### src/rtl/hex_scroll_display.sv
// N-digit 7-segment engine: one-deep shadow buffer committed on a display tick,
// static/blink/rotate-scroll modes with leading-zero blanking, active-low segments.
module hex_scroll_display #(
  parameter int NUM_DIGITS = 8,
  parameter int TICK_DIV   = 25000000
) (
  input  logic                    clk_clk,
  input  logic                    reset_reset,
  input  logic                    wr_valid,
  output logic                    wr_ready,
  input  logic [4*NUM_DIGITS-1:0] wr_data,
  input  logic [1:0]              mode,
  input  logic                    blank_lz,
  output logic [7*NUM_DIGITS-1:0] hex_export,
  output logic                    scroll_wrap
);

  localparam int PW = (TICK_DIV > 1) ? $clog2(TICK_DIV) : 1;
  localparam int OW = $clog2(NUM_DIGITS);
  localparam logic [PW-1:0] PRESC_TOP = PW'(TICK_DIV - 1);
  localparam logic [OW-1:0] OFS_TOP   = OW'(NUM_DIGITS - 1);
  localparam logic [1:0] MODE_BLINK  = 2'b01;
  localparam logic [1:0] MODE_SCROLL = 2'b10;

  logic [PW-1:0]           presc;
  logic                    tick;
  logic [4*NUM_DIGITS-1:0] shadow;
  logic [4*NUM_DIGITS-1:0] disp_reg;
  logic                    shadow_full;
  logic [OW-1:0]           offset;
  logic                    blink_phase;
  logic [1:0]              mode_q;
  logic                    commit;
  logic                    mode_chg;
  logic [7*NUM_DIGITS-1:0] seg_next;

  function automatic logic [6:0] seg_decode(input logic [3:0] n);
    case (n)
      4'h0: seg_decode = 7'h40;
      4'h1: seg_decode = 7'h79;
      4'h2: seg_decode = 7'h24;
      4'h3: seg_decode = 7'h30;
      4'h4: seg_decode = 7'h19;
      4'h5: seg_decode = 7'h12;
      4'h6: seg_decode = 7'h02;
      4'h7: seg_decode = 7'h78;
      4'h8: seg_decode = 7'h00;
      4'h9: seg_decode = 7'h10;
      4'hA: seg_decode = 7'h08;
      4'hB: seg_decode = 7'h03;
      4'hC: seg_decode = 7'h46;
      4'hD: seg_decode = 7'h21;
      4'hE: seg_decode = 7'h06;
      default: seg_decode = 7'h0E;
    endcase
  endfunction

  assign tick     = (presc == PRESC_TOP);
  assign wr_ready = ~shadow_full;
  assign commit   = tick && shadow_full;
  assign mode_chg = (mode != mode_q);

  always_ff @(posedge clk_clk or posedge reset_reset) begin
    if (reset_reset) begin
      presc <= '0;
    end else if (tick) begin
      presc <= '0;
    end else begin
      presc <= presc + PW'(1);
    end
  end

  always_ff @(posedge clk_clk or posedge reset_reset) begin
    if (reset_reset) begin
      shadow      <= '0;
      shadow_full <= 1'b0;
      disp_reg    <= '0;
      offset      <= '0;
      blink_phase <= 1'b0;
      mode_q      <= 2'b00;
      scroll_wrap <= 1'b0;
    end else begin
      mode_q      <= mode;
      scroll_wrap <= 1'b0;
      // A write can never coincide with a commit: commit needs a full shadow.
      if (wr_valid && !shadow_full) begin
        shadow      <= wr_data;
        shadow_full <= 1'b1;
      end else if (commit) begin
        disp_reg    <= shadow;
        shadow_full <= 1'b0;
      end
      if (commit || mode_chg) begin
        offset      <= '0;
        blink_phase <= 1'b0;
      end else if (tick) begin
        if (mode_q == MODE_BLINK) blink_phase <= ~blink_phase;
        if (mode_q == MODE_SCROLL) begin
          if (offset == OFS_TOP) begin
            offset      <= '0;
            scroll_wrap <= 1'b1;
          end else begin
            offset <= offset + OW'(1);
          end
        end
      end
    end
  end

  always_comb begin
    int         src;
    logic [3:0] nib;
    logic [6:0] seg;
    logic       lz;
    seg_next = '0;
    src      = 0;
    nib      = 4'h0;
    seg      = 7'h7F;
    lz       = blank_lz && (mode_q != MODE_SCROLL);
    // Walk from the most significant digit so the zero run is detected in order.
    for (int i = NUM_DIGITS - 1; i >= 0; i--) begin
      if (mode_q == MODE_SCROLL) begin
        src = i + NUM_DIGITS - int'(offset);
        if (src >= NUM_DIGITS) src = src - NUM_DIGITS;
      end else begin
        src = i;
      end
      nib = disp_reg[4*src +: 4];
      seg = seg_decode(nib);
      if (lz && (i != 0) && (nib == 4'h0)) begin
        seg = 7'h7F;
      end else begin
        lz = 1'b0;
      end
      if ((mode_q == MODE_BLINK) && blink_phase) seg = 7'h7F;
      seg_next[7*i +: 7] = seg;
    end
  end

  always_ff @(posedge clk_clk or posedge reset_reset) begin
    if (reset_reset) begin
      hex_export <= '1;
    end else begin
      hex_export <= seg_next;
    end
  end

endmodule

### config.mk
export PLATFORM = sky130hd
export DESIGN_NAME = hex_scroll_display
export DESIGN_NICKNAME = d
export VERILOG_FILES = /design/src/rtl/hex_scroll_display.sv
export SDC_FILE = /design/constraint.sdc
export NUM_CORES = 1
export LEC_CHECK = 0
export CAP_MARGIN = 15
export CORE_AREA = 8 8 158 160
export CTS_CLUSTER_DIAMETER = 150
export DETAILED_ROUTE_END_ITERATION = 7
export DIE_AREA = 0 0 166 168
export GPL_TIMING_DRIVEN = 0
export PLACE_DENSITY_LB_ADDON = 0.12
export SLEW_MARGIN = 0
export SYNTH_ARGS = -nofsm -noshare
export SYNTH_HDL_FRONTEND = slang
export SYNTH_SLANG_ARGS = --single-unit
### constraint.sdc
create_clock -name clk_clk -period 7.35 [get_ports clk_clk]
set_input_delay 1.47 -clock clk_clk [delete_from_list [all_inputs] [get_ports clk_clk]]
set_output_delay 1.47 -clock clk_clk [all_outputs]
set_load 0.005 [all_outputs]
# --- Yosys cells after proc, flatten, opt, wreduce, memory -nomap -nowiden ---
# Memory sizes are Yosys's and may differ from the RTL's.
# Index checks and enable logic that the tools add are counted.
word_totals:
  regBits: 153
  inputBits: 38
  mem_bits_ro: 896
  mem_count: 8
  output_inout_bits: 58
classes:
  n_lt_le_gt_ge: 8
  n_shift: 8
  bitwise: 3
  n_reduce_logical: 27
  eq_ne: 6
  addsub: 18
  muxes: 51
memory_table:
  columns: ["name", "depth", "word_bits", "rd", "rd_clocked_by_memory_dff", "write_ports", "line_no", "source"]
  rows:
  - ["(no name shown)", 16, 7, 1, 0, 0, "38", "case (n)"]
  - ["(no name shown)", 16, 7, 1, 0, 0, "38", null]
  - ["(no name shown)", 16, 7, 1, 0, 0, "38", null]
  - ["(no name shown)", 16, 7, 1, 0, 0, "38", null]
  - ["(no name shown)", 16, 7, 1, 0, 0, "38", null]
  - ["(no name shown)", 16, 7, 1, 0, 0, "38", null]
  - ["+2 memories", null, null, null, null, null, null, null]
op_table:
  columns: ["operator", "count"]
  rows:
  - ["2-to-1 mux 30 bit", 16]
  - ["variable part select 32 x 32 -> 4 bit", 8]
  - ["2-to-1 mux 7 bit", 15]
  - ["subtractor 5 x 5 -> 6 bit, second input constant", 8]
  - ["greater-or-equal comparator 5 bit, second input constant", 8]
  - ["subtractor 4 x 3 -> 5 bit, first input constant", 8]
  - ["zero test 4 bit", 7]
  - ["adder 25 x 1 -> 25 bit, second input constant", 1]
  - ["== test 25 bit, second input constant", 1]
  - ["2-to-1 mux 25 bit", 1]
  - ["2-to-1 mux 1 bit", 15]
  - ["2-to-1 mux 3 bit", 4]
  - ["logical AND 1 bit", 11]
  - ["nonzero test 2 bit", 4]
  - ["AND reduction 2 bit", 3]
  - ["adder 3 x 1 -> 3 bit, second input constant", 1]
  - ["== test 3 bit, second input constant", 1]
  - ["inverter 1 bit", 3]
  - ["== test 2 x 1 -> 1 bit, second input constant", 1]
  - ["== test 2 bit, second input constant", 1]
  - ["inequality test 2 bit", 1]
  - ["inequality test 2 bit, second input constant", 1]
  - ["zero test 1 bit", 1]
  - ["logical OR 1 bit", 1]

# --- Depth between registers and ports, before layout ---
# Gate-level depths: netlist of run 1.
depth:
  depth_word: 21
  depth_mapped: 18
  ltp_nobuf: 15

# --- Least setup slack after synthesis of run 1 ---
# No wires, ideal clock.
synth_path:
  kind: "reg-to-reg"
  start: "register offset[0]"
  end: "register hex_export[33]"
  arrival_ps: 3788
  setup_ps: 101
  required_time_ps: 7249
  path_slack_ps: 3461
  path_stages_with_launch: 19
  path_buffers: 4
  cell_sequence: "dfrtp_1 buf_6 inv_1 buf_1 ha_1 buf_4 buf_2 o22ai_1 a221o_1 mux2_2 a21oi_2 inv_1 ha_1 nand2b_1 nor4_1 and3_1 and4_4 a21oi_2 o221ai_1"
synth_between:
  elab_chain_len: 15
  word_cells_on_any_way: 38
  cone_classes: "add/sub: 8; order compare: 4; shift: 4; mux: 13; reduce/logical: 8; memory: 1"
synth_lines:
  columns: ["element", "line_no", "source"]
  rows:
  - ["start, declared", "30", "logic [OW-1:0] offset;"]
  - ["start signal, assigned", "103", "offset <= offset + OW'(1);"]
  - ["subtractor 4 x 3 -> 5 bit", "123", "src = i + NUM_DIGITS - int'(offset);"]
  - ["subtractor 5 x 5 -> 6 bit or greater-or-equal comparator 5 bit (tied branches)", "124", "if (src >= NUM_DIGITS) src = src - NUM_DIGITS;"]
  - ["2-to-1 mux 30 bit", "124", null]
  - ["2-to-1 mux 30 bit", "122", "if (mode_q == MODE_SCROLL) begin"]
  - ["variable part select 32 x 32 -> 4 bit", "128", "nib = disp_reg[4*src +: 4];"]
  - ["zero test 4 bit", "130", "if (lz && (i != 0) && (nib == 4'h0)) begin"]
  - ["logical AND 1 bit", "130", null]
  - ["2-to-1 mux 1 bit", "130", null]
  - ["logical AND 1 bit", "130", null]
  - ["2-to-1 mux 1 bit", "130", null]
  - ["logical AND 1 bit", "130", null]
  - ["2-to-1 mux 1 bit", "130", null]
  - ["logical AND 1 bit", "130", null]
  - ["2-to-1 mux 7 bit (*)", "130", null]
  - ["2-to-1 mux 7 bit (*)", "135", "if ((mode_q == MODE_BLINK) && blink_phase) seg = 7'h7F;"]
  - ["net seg_next[33]", "35", "logic [7*NUM_DIGITS-1:0] seg_next;"]
  - ["end signal, assigned", "144", "hex_export <= seg_next;"]
  - ["end, declared", "14", "output logic [7*NUM_DIGITS-1:0] hex_export,"]
# Mark *: on every way through the listed nets, which the timed path passes. The rest lies on a longest branch.
# A chain may end at the register's enable or synchronous reset.

# --- Worst setup path after layout of run 1 ---
layout_path:
  start: "register offset[0]"
  end: "register hex_export[34]"
# The elaborated chain is that of the path after synthesis.

==> results of run 1 <==
==> routing by layer <==
| metal | global-route usage (%) | vias up | wire [microns] | part of all wire [%] |
|---|---|---|---|---|
| met5 | 0 | - | 0 | 0 |
| li1 | - | 3936 | - | - |
| met3 | 3.625 | 50 | 1592 | 6.0 |
| met1 | 24.90 | 3905 | 11870 | 44 |
| met2 | 31.65 | 280 | 12530 | 47 |
| met4 | 8.024 | 0 | 744 | 2.8 |
==> worst min path at each step <==
stage | slack (ns) | cells after the start | to | startpoint
3_3_place_gp | 0.46 | 2 | disp_reg[30]$_DFFE_PP0P_ | shadow[30]$_DFFE_PP0P_
5_1_grt | 0.51 | 2 | disp_reg[20]$_DFFE_PP0P_ | shadow[20]$_DFFE_PP0P_
4_1_cts | 0.48 | 2 | disp_reg[20]$_DFFE_PP0P_ | shadow[20]$_DFFE_PP0P_
2_1_floorplan | 0.43 | 2 | disp_reg[9]$_DFFE_PP0P_ | shadow[9]$_DFFE_PP0P_
6_report | 0.47 | 2 | disp_reg[20]$_DFFE_PP0P_ | shadow[20]$_DFFE_PP0P_
3_5_place_dp | 0.46 | 2 | disp_reg[20]$_DFFE_PP0P_ | shadow[20]$_DFFE_PP0P_
==> critical path: stages, from the launching register on <==
cell,delay [ns]
dfrtp_1,0.46
buf_6,0.19
inv_1,0.21
buf_1,0.44
ha_1,0.37
buf_4,0.25
buf_2,0.27
o22ai_1,0.11
a221o_1,0.41
mux2_2,0.30
a21oi_2,0.25
inv_1,0.16
ha_1,0.28
nand2b_1,0.09
nor4_1,0.05
and3_1,0.26
and4_4,0.21
a21oi_2,0.29
o221ai_1,0.20
==> final cells by class <==
class	count	share of cell area, %
plain buffers	53	2.370
clock buffers	17	3.566
clock inverters	15	1.468
inverters	43	1.395
multi-input cells	778	47.33
flip-flops and latches	153	32.68
well taps	285	2.989
repair buffers	96	8.201
==> Yosys cell counts (3+ instances only) <==
| library cell | number | share of area (%) |
|---|---|---|
| a211o_1 | 4 | 0.35 |
| a211oi_1 | 13 | 0.98 |
| a21oi_1 | 27 | 1.4 |
| a21oi_2 | 3 | 0.26 |
| a221o_1 | 9 | 0.90 |
| a221oi_1 | 11 | 0.96 |
| a22o_1 | 3 | 0.26 |
| a22oi_1 | 11 | 0.83 |
| a31oi_1 | 5 | 0.31 |
| and2_1 | 16 | 1.0 |
| and3_1 | 8 | 0.50 |
| and4_1 | 3 | 0.26 |
| and4b_1 | 4 | 0.40 |
| buf_1 | 6 | 0.23 |
| buf_2 | 19 | 0.95 |
| buf_4 | 6 | 0.45 |
| buf_6 | 5 | 0.56 |
| clkbuf_1 | 17 | 0.64 |
| dfrtp_1 | 97 | 24 |
| dfstp_2 | 56 | 15 |
| ha_1 | 61 | 7.6 |
| inv_1 | 41 | 1.5 |
| mux2_2 | 57 | 6.4 |
| mux2i_1 | 44 | 4.4 |
| nand2_1 | 153 | 5.7 |
| nand2b_1 | 9 | 0.56 |
| nand3_1 | 35 | 1.8 |
| nand3b_1 | 6 | 0.45 |
| nor2_1 | 69 | 2.6 |
| nor2b_1 | 13 | 0.81 |
| nor3_1 | 21 | 1.1 |
| nor3b_1 | 3 | 0.23 |
| o211ai_1 | 16 | 1.2 |
| o21a_1 | 6 | 0.45 |
| o21ai_0 | 21 | 1.1 |
| o221a_2 | 4 | 0.45 |
| o221ai_1 | 16 | 1.4 |
| o22a_1 | 3 | 0.26 |
| o22ai_1 | 17 | 1.1 |
| o31ai_1 | 4 | 0.30 |
| o32ai_1 | 4 | 0.35 |
| or3_1 | 5 | 0.31 |
| xnor2_1 | 18 | 1.6 |
| xor2_1 | 13 | 1.1 |
==> per-stage QoR <==
step	setup TNS, ns	instance area (sq um)
3_5_place_dp	0	11330
3_3_place_gp	-23.77	11300
4_1_cts	0	11930
2_1_floorplan	0	9990
5_1_grt	0	11930
6_report	0	11930
==> cells by family (layout without fill, tap and decap cells) <==
group	Yosys count	in the layout	share of synthesized area, %
compound gates	204	204	15.83
xor+xnor	32	32	2.881
fa+ha+maj	61	61	7.640
buf+inv	96	224	4.446
flops	153	153	39.03
mux	102	102	11.06
simple gates	379	379	19.11
==> where the power goes <==
group / internal (mW) / leakage (nW) / switching (mW)
Sequential: 0.889 / 1.87 / 0.0149
Clock: 0.458 / 0.288 / 0.424
Combinational: 0.0712 / 3.15 / 0.0541
Total: 1.42 / 5.30 / 0.493
==> reports/results.ini, run 1 <==
[sta]
rsz0062_at_grt=no
setup_viol=0
skew_ns=0.01725
fmax_mhz=202.8
hold_viol_final=0
fin_crit_sh_pct=67.10
tightest_slew_ns=0.8543
slew_headroom_pct=42.87
fin_crit_ns=4.932
setup_ws_ns=2.418
whs_ns=0.4724
drv_slew=0

[worst_setup_path]
crit_arrival_ns=5.26
rr_startpoint=offset[0]$_DFFE_PP0P_
crit_required_ns=7.68
crit_fanout=10
r2r_slack_ns=2.42
crit_start=offset[0]$_DFFE_PP0P_
crit_type=flip-flop to flip-flop
reg2regPathDepth=18
r2r-end=hex_export[34]$_DFF_PP1_
start_kind=flip-flop
worstSetupEndpoint=hex_export[34]$_DFF_PP1_
worst_setup_path_end_kind=flip-flop

[placed_design]
post-place-cells=1408
gp_congestion=0.9724
io_buffers=95
dp_hpwl_microns=19990
place_ws_ns=2.516

[logic_synthesis]
synth-seq-area-share_pct=39.03
syn_area_sq_um=9990
avgSynthCellArea_sq_um=9.727
synth_warnings=0
synth_edf_count=0
synth_nets=1126
yosysUniqueCellTypes=93
ys_seq_elements=153
netlist_instances=1027
ys.flop_type=dfrtp_1
synthArstFlopShare_pct=100.0

[run]
drv_cap=0

[drt]
routed_wl_microns=26730
drt_iter0_drc=554
vias_per_cell=5.674
via_count=8171
dr.pass1.iters=5
routedWlPerCell_microns=18.56
route.detailed.drc=0
drtAntennaViolNets=0

[floorplan]
die_area_sq_um=27890
die_x_microns=166
start_util_pct=44.67
core_sq_um=22370
fp.dieH_microns=168
rows=55
ios=96

[clocking]
cts_setup_buffers=0
clock-root-buffer=clkbuf_16
clockBufferDepth=2
tritoncts=built
numCtsBuffers=17
cts_sinks=153
cts-hold-fix-buffers=0
clkLatencyLatePin_ns=0.44
clk_pin_slew_ns=0.07
htreeDepth=4
cts-resized-gates=0

[power_and_ir_drop]
ir_worst_vdd_mv=0.1601
p_leak_nw=5.302
p_per_area_nw_per_um2=160.2
p_total_mw=1.911

[final_layout]
layout.nets=1241
post-route-util_pct=53.34
layout_common_cells=153 x nand2_1, 97 x dfrtp_1, 95 x clkdlybuf4s50_1, 69 x nor2_1, 61 x ha_1
synthToLayoutAreaGrowth_pct=19.43
drive_gt1_share_pct=19.05
largest_reg_flops=56
final_common_cell=nand2_1
layout.area.seq_sq_um=3899
multi_input_area_sq_um=5647
fin_cells=1440
fillerInstances=2032
diodes=0

[global_route]
grt_pass1_wl_microns=43850
gr-total-overflow=0
grt_max_degree=98
antenna_found_initial=0
grt_usage_pct=19.36
grt_pass1_vias=8164

[status]
status=finished clean

[worst_hold_path]
hold_path.class=flip-flop to flip-flop

Power figures use the tool's default switching activity.
==> run 2, diff against run 1 <==
clock period = 4.61 ns   (was 7.35 ns; I/O delays follow)
==> run 2 against run 1 <==
Compared with the run above: first-iteration DRC count is 9.6% lower; highest routed layer unchanged; final cell count is 0.35% higher; sequential share of layout area is 0.23 points lower; critical path type unchanged; fmax is 13% higher; critical endpoint is now hex_export[33]$_DFF_PP1_.
==> reports/results.ini, run 2 (same netlist as run 1, synthesis figures left out) <==
[status]
status=finished clean

[worst_setup_path]
start_kind=flip-flop
worst_setup_path_end_kind=flip-flop
r2r_slack_ns=0.25
crit_arrival_ns=4.69
crit_type=flip-flop to flip-flop
crit_required_ns=4.94
worstSetupEndpoint=hex_export[33]$_DFF_PP1_
reg2regPathDepth=18
r2r-end=hex_export[33]$_DFF_PP1_
crit_start=offset[0]$_DFFE_PP0P_
max_stage_delay_ns=0.44
crit_chain=buf_6 > inv_1 > clkbuf_4 > ha_4 > buf_4 > buf_4 > o22ai_1 > a221o_1 > mux2_2 > a21oi_4 > inv_1 > ha_1 > nand2b_1 > nor4_1 > and3_1 > and4_4 > a21oi_4 > o221ai_1
cp_slowest_cell=dfrtp_2
crit_fanout=10
critPathBufInv=6
cp_num_cells=18
rr_startpoint=offset[0]$_DFFE_PP0P_
path_delay_family=buffers and inverters

[placed_design]
gp_congestion=0.9812
io_buffers=95
dp_hpwl_microns=20270

[final_layout]
final_common_cell=nand2_1
drive_gt1_share_pct=19.74
largest_reg_flops=56
layout_common_cells=153 x nand2_1, 96 x dfrtp_1, 95 x clkdlybuf4s50_1, 69 x nor2_1, 60 x ha_1
synthToLayoutAreaGrowth_pct=20.30
post-route-util_pct=53.73
layout.nets=1246
diodes=0

[drt]
route.detailed.drc=0
routed_wl_microns=26970
drt_iter0_drc=501
via_count=8237
drtAntennaViolNets=0
routedWlPerCell_microns=18.67
vias_per_cell=5.700
dr.pass1.iters=5

[power_and_ir_drop]
p_per_area_nw_per_um2=253.4
p_leak_nw=5.339
p_total_mw=3.045
ir_worst_vdd_mv=0.2115

[sta]
slew_headroom_pct=43.02
fin_crit_sh_pct=94.61
drv_slew=0
hold_viol_final=0
fin_crit_ns=4.362
setup_viol=0
rsz0062_at_grt=no
skew_ns=0.01384
fmax_mhz=229.3
tightest_slew_ns=0.8521

[run]
drv_cap=0

[global_route]
use_met1_pct=24.54
grt_pass1_wl_microns=43770
gr-total-overflow=0
grt_busiest_layer=met2
grtUsageMet3_pct=4.280
antenna_found_initial=0
grt_usage_pct=19.22
grtUsageMet2_pct=30.85
grt_max_degree=47
grt_pass1_vias=8142

[worst_hold_path]
hold_path.class=flip-flop to flip-flop

[clocking]
clockBufferDepth=2
clkLatencyLatePin_ns=0.44
tritoncts=built
cts-hold-fix-buffers=0
clk_pin_slew_ns=0.07
clock-root-buffer=clkbuf_16
numCtsBuffers=17
htreeDepth=4
cts_sinks=153

[floorplan]
ios=96
die_area_sq_um=27890
rows=55
start_util_pct=44.67
die_x_microns=166
fp.dieH_microns=168
core_sq_um=22370

[run 2: cell count changes in the layout (fill, tap and decap cells not counted), moves of 2 or more]
cell / previous run / this run
buf_4: 6 / 10
buf_12: 0 / 3
clkinv_4: 4 / 2
inv_8: 3 / 5
a21oi_4: 0 / 2
[run 2: worst min-delay path by stage]
| stage | start | endpoint | slack (ns) | cells after the start |
|---|---|---|---|---|
| 6_report | shadow[3]$_DFFE_PP0P_ | disp_reg[3]$_DFFE_PP0P_ | 0.48 | 2 |
| 5_1_grt | presc[10]$_DFF_PP0_ | presc[10]$_DFF_PP0_ | 0.51 | 1 |
| 4_1_cts | shadow[3]$_DFFE_PP0P_ | disp_reg[3]$_DFFE_PP0P_ | 0.48 | 2 |
| 3_5_place_dp | shadow[3]$_DFFE_PP0P_ | disp_reg[3]$_DFFE_PP0P_ | 0.46 | 2 |
| 3_3_place_gp | shadow[21]$_DFFE_PP0P_ | disp_reg[21]$_DFFE_PP0P_ | 0.46 | 2 |
| 2_1_floorplan | shadow[9]$_DFFE_PP0P_ | disp_reg[9]$_DFFE_PP0P_ | 0.43 | 2 |
[run 2: cell type report]
type	count	area (sq um)
fillers	2014	10350
multi-input cells	778	5678
flip-flops and latches	153	3900
repair buffers	101	1033
clock buffers	17	425.4
well taps	285	356.6
plain buffers	53	289.0
clock inverters	15	170.2
inverters	43	165.2
[run 2: worst min-delay path, delay by kind of cell, from the launching register on]
kind | cells | cell delay, ns
DFF | 1 | 0.34
and+or+nand+nor | 2 | 0.10
[run 2: where the power goes]
| part | total (mW) | internal, mW | switching [mW] |
|---|---|---|---|
| Sequential | 1.44 | 1.42 | 0.0241 |
| Combinational | 0.203 | 0.117 | 0.0862 |
| Clock | 1.40 | 0.731 | 0.670 |
| Total | 3.04 | 2.26 | 0.781 |
[run 2: repair_timing]
action | 4_1_cts | 5_1_grt
resized for setup | 5 | 4
cloned | 0 | 0
endpoints found under the hold margin | 0 | 0
endpoints found under the setup margin | 42 | 34
buffers inserted | 0 | 3
[run 2: metrics by stage]
step / hold WS (ns) / instances / instance area (sq um) / setup TNS [ns] / setup WS (ns)
after floorplan: 0.4348 / 1027 / 9993 / 0 / 0.7209
after global placement: 0.4619 / 1407 / 11300 / -6.232 / -0.3422
after detailed placement: 0.4649 / 1410 / 11360 / -7.208 / -0.3760
after CTS: 0.4791 / 1442 / 11970 / 0 / 0.003477
after global routing: 0.5080 / 1445 / 12020 / 0 / 0.01218
final: 0.4758 / 1445 / 12020 / 0 / 0.2483
[run 2: layer usage]
| metal | vias to the layer above | part of all wire [%] |
|---|---|---|
| li1 | 3948 | - |
| met1 | 3930 | 44 |
| met2 | 296 | 46 |
| met3 | 63 | 6.3 |
| met4 | 0 | 3.4 |
| met5 | - | 0 |
